### src/rtl/dcache_controller.sv
// Direct-mapped, write-through, no-write-allocate data cache.
// Read misses refill a full line one word at a time; every store is
// written through to memory and updates the line only if it hits.
module dcache_controller #(
    parameter int LINES = 16,
    parameter int WORDS = 4
) (
    input  logic        Clk,
    input  logic        Rst,
    input  logic [65:0] cpu_bus_in,
    output logic [32:0] cpu_bus_out,
    output logic        mem_req,
    output logic        mem_we,
    output logic [31:0] mem_addr,
    output logic [31:0] mem_wdata,
    input  logic        mem_ack,
    input  logic [31:0] mem_rdata
);

    localparam int OFF_W = $clog2(WORDS);
    localparam int IDX_W = $clog2(LINES);
    localparam int TAG_W = 30 - OFF_W - IDX_W;

    typedef enum logic [1:0] {IDLE, REFILL, WRITE, WDONE} state_t;

    state_t state, state_nxt;

    logic              req_en;
    logic              req_we;
    logic [29:0]       req_waddr;
    logic [31:0]       req_wdata;
    logic              addr_lsb_unused;
    logic [OFF_W-1:0]  req_off;
    logic [IDX_W-1:0]  req_idx;
    logic [TAG_W-1:0]  req_tag;

    logic [LINES-1:0]  valid;
    logic [TAG_W-1:0]  tags [LINES];
    logic [31:0]       data [LINES][WORDS];

    logic [29:0]       lat_waddr;
    logic [31:0]       lat_wdata;
    logic [OFF_W-1:0]  cnt;
    logic [OFF_W-1:0]  lat_off;
    logic [IDX_W-1:0]  lat_idx;
    logic [TAG_W-1:0]  lat_tag;

    logic              hit;
    logic              lat_hit;
    logic              last_word;

    assign req_en          = cpu_bus_in[65];
    assign req_we          = cpu_bus_in[64];
    assign req_waddr       = cpu_bus_in[63:34];
    assign addr_lsb_unused = ^cpu_bus_in[33:32];
    assign req_wdata       = cpu_bus_in[31:0];

    assign req_off = req_waddr[OFF_W-1:0];
    assign req_idx = req_waddr[OFF_W +: IDX_W];
    assign req_tag = req_waddr[29 -: TAG_W];

    assign lat_off = lat_waddr[OFF_W-1:0];
    assign lat_idx = lat_waddr[OFF_W +: IDX_W];
    assign lat_tag = lat_waddr[29 -: TAG_W];

    assign hit       = req_en & valid[req_idx] & (tags[req_idx] == req_tag);
    assign lat_hit   = valid[lat_idx] & (tags[lat_idx] == lat_tag);
    assign last_word = (cnt == OFF_W'(WORDS - 1));

    // State register, valid bits and the latched request (async active-low reset)
    always_ff @(posedge Clk or negedge Rst) begin
        if (!Rst) begin
            state     <= IDLE;
            valid     <= '0;
            cnt       <= '0;
            lat_waddr <= '0;
            lat_wdata <= '0;
        end else begin
            state <= state_nxt;
            case (state)
                IDLE: begin
                    // Latching unconditionally in IDLE is harmless: the copy is
                    // only consumed after a transition out of IDLE.
                    lat_waddr <= req_waddr;
                    lat_wdata <= req_wdata;
                    cnt       <= '0;
                end
                REFILL: begin
                    if (mem_ack) begin
                        cnt <= cnt + OFF_W'(1);
                        if (last_word) begin
                            valid[lat_idx] <= 1'b1;
                        end
                    end
                end
                default: ;
            endcase
        end
    end

    // Tag and data arrays: refill words, tag on the final refill word, store-hit update
    always_ff @(posedge Clk) begin
        if (state == REFILL && mem_ack) begin
            data[lat_idx][cnt] <= mem_rdata;
            if (last_word) begin
                tags[lat_idx] <= lat_tag;
            end
        end
        if (state == WRITE && mem_ack && lat_hit) begin
            data[lat_idx][lat_off] <= lat_wdata;
        end
    end

    // Next-state logic and all outputs; memory port driven only from registers
    always_comb begin
        state_nxt   = state;
        cpu_bus_out = '0;
        mem_req     = 1'b0;
        mem_we      = 1'b0;
        mem_addr    = '0;
        mem_wdata   = '0;
        case (state)
            IDLE: begin
                if (req_en) begin
                    if (req_we) begin
                        cpu_bus_out[32] = 1'b1;
                        state_nxt       = WRITE;
                    end else if (hit) begin
                        cpu_bus_out[31:0] = data[req_idx][req_off];
                    end else begin
                        cpu_bus_out[32] = 1'b1;
                        state_nxt       = REFILL;
                    end
                end
            end
            REFILL: begin
                cpu_bus_out[32] = 1'b1;
                mem_req         = 1'b1;
                mem_addr        = {lat_waddr[29:OFF_W], cnt, 2'b00};
                if (mem_ack && last_word) begin
                    state_nxt = IDLE;
                end
            end
            WRITE: begin
                cpu_bus_out[32] = 1'b1;
                mem_req         = 1'b1;
                mem_we          = 1'b1;
                mem_addr        = {lat_waddr, 2'b00};
                mem_wdata       = lat_wdata;
                if (mem_ack) begin
                    state_nxt = WDONE;
                end
            end
            WDONE: begin
                state_nxt = IDLE;
            end
            default: begin
                state_nxt = IDLE;
            end
        endcase
    end

endmodule
### config.mk
export PLATFORM = sky130hd
export DESIGN_NAME = dcache_controller
export DESIGN_NICKNAME = d
export VERILOG_FILES = /design/src/rtl/dcache_controller.sv
export SDC_FILE = /design/constraint.sdc
export NUM_CORES = 2
export LEC_CHECK = 0
export BUFFER_PORTS_ARGS = -buffer_cell sky130_fd_sc_hd__buf_4
export CAP_MARGIN = 20
export CORE_MARGIN = 1.5
export CORE_UTILIZATION = 40
export DETAILED_ROUTE_END_ITERATION = 7
export GPL_ROUTABILITY_DRIVEN = 0
export GPL_TIMING_DRIVEN = 0
export PLACE_DENSITY = 0.53
export SKIP_CTS_REPAIR_TIMING = 1
export SLEW_MARGIN = 20
export SYNTH_ARGS = -nofsm -noshare
export SYNTH_HDL_FRONTEND = slang
export SYNTH_SLANG_ARGS = --single-unit
### constraint.sdc
create_clock -name Clk -period 7.3 [get_ports Clk]
set_input_delay 0.73 -clock Clk [delete_from_list [all_inputs] [get_ports Clk]]
set_output_delay 0.73 -clock Clk [all_outputs]
set_load 0.01 [all_outputs]
== Word level (Yosys, flattened, before mapping) ==
Memories as Yosys holds them, arrays and structs flattened.
Index checks and enable logic that the tools add are counted.
Storage, ports and cells
  memory bits (writable): 2432
  input port bits: 101
  register bits after elaboration: 82
  word-level logic and storage cells: 342
  memories kept: 2
  output and inout port bits: 99
Memory list
  data: words 16, bits a word 128, read ports 1, clocked after Yosys merged registers in 0, wr ports 1, RTL line 39  | logic [31:0] data [LINES][WORDS];
  tags: words 16, bits a word 24, read ports 2, clocked after Yosys merged registers in 0, wr ports 1, RTL line 38  | logic [TAG_W-1:0] tags [LINES];
Operators by class
  magnitude comparators: 8
  multiplexer cells: 167
  bitwise logic cells: 135
  reductions and logical operators: 13
  eq/ne operators: 11
  $add $sub $neg: 1
Operators with widths (count)
  $mux 128: 2
  $mux 32: 8
  $mux 1: 140
  $demux 32 s2: 2
  $or 1x1->1: 128
  $bmux 32 s2: 1
  $pmux 32 s2: 1
  $eq 24x24->1: 2
  $mux 33: 1
  $or 16x16->16: 1
  $mux 2: 6
  $lt 4x5->1 const B: 2
  $ge 3x3->1 const B: 3
  $not 2->3: 3
  $bmux 1 s4: 2
  $pmux 2 s4: 1
  $logic_and 1x1->1: 7
  $eq 2x2->1 const B: 3
  $lt 3x1->1 const B: 2
  $ne 2x2->1 const B: 3
  $demux 1 s4: 1
  $ge 4x1->1 const B: 1
  $pmux 2 s2: 1
  $reduce_and 4->1: 1
  other kinds (11): 13

== Depth between registers and ports, before layout ==
  depth in word-level cells: 8
  gate-level depth with buffers: 16
  depth with buffers taken out: 9

== Least setup slack after synthesis ==
Ideal clock, no wire load.
  path kind: register to register
  start: reg lat_waddr[2]
  end: mem data[0][100] (netlist name) (enable)
  arrival: 4731 ps
  setup time: 432 ps
  data required time: 6868 ps
  period minus slack after synthesis: 5163 ps
  stages on the path, launching flop included: 15
  buffers on the path: 6
  setup slack: 2137 ps
  cells stage by stage: dfrtp_1 > buf_4 > buf_4 > buf_2 > mux4_2 > mux2i_1 > o22ai_1 > o21ai_0 > o221ai_1 > nor4_2 > nand4b_1 > buf_4 > buf_6 > buf_6 > a21oi_1
On the way
  cells in the longest elaborated chain, start to end: 7
  elaborated cells on any way between the ends: 9
RTL lines
  from (decl): RTL line 41  | logic [29:0] lat_waddr;
  from (signal assigned): RTL line 84  | lat_waddr <= req_waddr;
  $mem_v2 16x24 / $bmux 1 s4 (equally long branches)
  $eq 24x24->1 / $mux 1 (equally long branches): RTL line 67  | assign lat_hit = valid[lat_idx] & (tags[lat_idx] == lat_tag);
  $and 1x1->1: RTL line 67
  $logic_and 1x1->1: RTL line 109  | if (state == WRITE && mem_ack && lat_hit) begin
  $mux 1: RTL line 109
  $mux 128 (implied by the code): RTL line 110  | data[lat_idx][lat_off] <= lat_wdata;
  $or 1x1->1 (no source line)
  to (decl): RTL line 39
Parallel ways exist; a longest one is shown, timed or not. The select of a mux whose other input is x is not followed.

== Final worst setup path ==
  start: reg lat_waddr[3]
  end: mem data[7][79] (netlist name) (enable)
Same word-level chain as after synthesis.

==> impl_metrics.ini <==
[sta]
whs_ns = 0.04204
setup_slack_ns = -0.1283
fmax_mhz = 134.6
fin_worst_skew_ns = 0.06918
relSlewSlack = 0.2070
rsz0062_at_grt = false
finalMaxSlewViolations = 0
tightest_slew_ns = 1.190
tns_ns = -4.095
fin_crit_ns = 7.428
setup_viol = 39
fin_crit_sh = 1.018
finalHoldViolations = 0

[power]
pwr-share-comb = 0.150
power.switching_mw = 9.810
p_total_mw = 36.27
ir_worst_vdd_mv = 0.2689
p_clk_frac = 0.373
powerDensity_mw_per_mm2 = 298.3
p_leak_nw = 38.71
p_seq_frac = 0.476
internal-power_mw = 26.46
switching_share = 0.2705

[logic_synthesis]
yosysMostFrequentCell = edfxtp_1
synth_compound_area_frac = 0.009711
synth-xor-area-share = 0.004635
synth_common_cells = edfxtp_1, mux4_2, mux2_2, clkbuf_1, mux2i_1
yosys.area.top_type = edfxtp_1
ys_ff_latch = 2514
synthCells = 4423
synth_simple_gate_area_frac = 0.01389
yosysWarnings = 0
synth_edf_count = 2432
muxShareOfSynthArea = 0.2221
synth_top_area_frac = 0.7157
synth_area_leaders = edfxtp_1, mux4_2, mux2_2
syn_area_mm2 = 0.1020
synth_top_family_by_area = multiplexers
avgSynthCellArea_um2 = 23.07
async_reset_ff_frac = 0.03262
synth_fa_ha_area_frac = 0.0009809
ys_seq_area_frac = 0.7358
ys_types = 66
synthFlopType = edfxtp_1

[worst_setup_path]
start_kind = flop
crit_arrival_ns = 8.01
slowest_delay_ns = 0.76
crit_top_cell = buf_2
path_cells = buf_2 -> buf_4 -> buf_2 -> buf_2 -> mux2i_1 -> o21ai_0 -> nor3_1 -> o221ai_1 -> nor4_2 -> nand4_1 -> buf_4 -> buf_6 -> buf_6 -> a21oi_4 -> buf_16 -> buf_16
crit_fanout = 13
worstSetupPathType = flop to flop
crit_required_ns = 7.88
critPathTopFamily = buffers and inverters
cp-end-kind = flop
critPathBufInv = 9
critPathSlowestCell = nor4_2
r2r_slack_ns = -0.13

[drt]
drc = 0
num_vias = 52740
antenna_left = 0
wire_per_inst_um = 38.46
drt-vias-per-instance = 6.095
wl_um = 332800
drtIter0Drc = 6722
drt_pass1_iterations = 6

[floorplanning]
die_w_um = 508.1
die_area_mm2 = 0.2581
core_area_mm2 = 0.2539
fp.dieH_um = 508.1
ios = 200
rows = 185
start_util = 0.4019

[run]
drv_cap = 0

[global_routing]
antenna_found_initial = 18
grt_max_degree = 48
first_global_vias = 52980
grt_pass1_wl_um = 452000
grt_overflow_total = 0
track_usage = 0.2588

[clocking]
cts_max_path_buffers = 4
cts_tree = done
cts-root-buf = clkbuf_16
clk_pin_slew_ns = 0.06
cts_made_buffers = 290
clock_latency_ns = 0.93
cts_sinks = 2514
cts_max_level = 5

[cells_and_area]
fin_nets = 5191
post-route-util = 0.4788
fillers = 20620
drive_above_1_share = 0.3958
fin_cells = 8652
synthToLayoutAreaGrowth_pct = 19.16
final_area_mm2 = 0.1216

[place]
dpl.cell_count = 8150
port_buffers = 189
pre_cts_slack_ns = -0.9260
placed_area_mm2 = 0.1128
dpl.hpwl_um = 241600

[outcome]
violations = negative setup slack
status = finished with violations

[worst_hold_path]
worstHoldPathType = input pin to flop
## routing by layer
metal,routed length [um],up-vias,part of all wire,track usage
met5,11,-,0.000033,0
met4,14250,2,0.043,0.09454
met3,23750,581,0.071,0.04238
met2,158800,2556,0.48,0.4155
met1,136000,29220,0.41,0.3577
li1,-,20380,-,-
## path summary, 6_finish.rpt
path / from / end / cells after the start
setup / recovery: lat_waddr[3] / data[7][79] / 16
hold / removal: cpu_bus_in[23] / lat_wdata[23] / 2
setup reg to reg: lat_waddr[3] / data[7][79] / 16
hold reg to reg: valid[15] / valid[15] / 1
max in group asynchronous: Rst / lat_wdata[11] / 3
min in group asynchronous: Rst / lat_waddr[22] / 2
## cell usage in the layout, fill, tap and decap left out, drive strengths merged, types with 13 or more instances in the layout
| master | n |
|---|---|
| edfxtp | 2432 |
| mux4 | 861 |
| buf | 514 |
| clkbuf | 482 |
| mux2 | 203 |
| clkinv | 99 |
| mux2i | 96 |
| dfrtp | 82 |
| a21oi | 63 |
| and2 | 59 |
| nor2 | 55 |
| nor2b | 42 |
| xnor2 | 33 |
| nand2 | 33 |
| xor2 | 21 |
| inv | 19 |
| or2 | 17 |
| o21ai | 17 |
| o22ai | 13 |
| bufinv | 13 |
| nand3 | 13 |
## logic make-up after synthesis
logic type	count (synthesis)
flops	2514
mux	1160
buf+inv	277
simple gates	256
compound gates	153
xor+xnor	54
fa+ha+maj	8
other cells	1
## layout make-up
| type | count | area [um^2] | share of cell area |
|---|---|---|---|
| diodes | 8 | 20.02 | 0.0001646 |
| plain buffers | 263 | 1388 | 0.01141 |
| clock buffers | 368 | 7726 | 0.06354 |
| clock inverters | 120 | 904.6 | 0.007440 |
| inverters | 14 | 52.55 | 0.0004322 |
| multi-input cells | 1633 | 26440 | 0.2175 |
| flip-flops and latches | 2514 | 75080 | 0.6175 |
| well taps | 3366 | 4212 | 0.03464 |
| repair buffers | 366 | 5762 | 0.04739 |
## sequential cells by signal, summed over array words and instances, names as in the netlist
signal and flops:
tags 384, lat_wdata 32, lat_waddr 30, cnt 2, valid 16, data 2048, state 2
## power groups by stage
stage	sequential, mW	combinational, mW	clock, mW
CTS	17.3	5.48	13.7
detailed placement	17.6	5.45	0
finish	17.3	5.46	13.5
floorplan	17.1	3.04	0
global placement	17.6	5.26	0
global route	17.3	5.65	14.2
(Power assumes the default switching activity.)
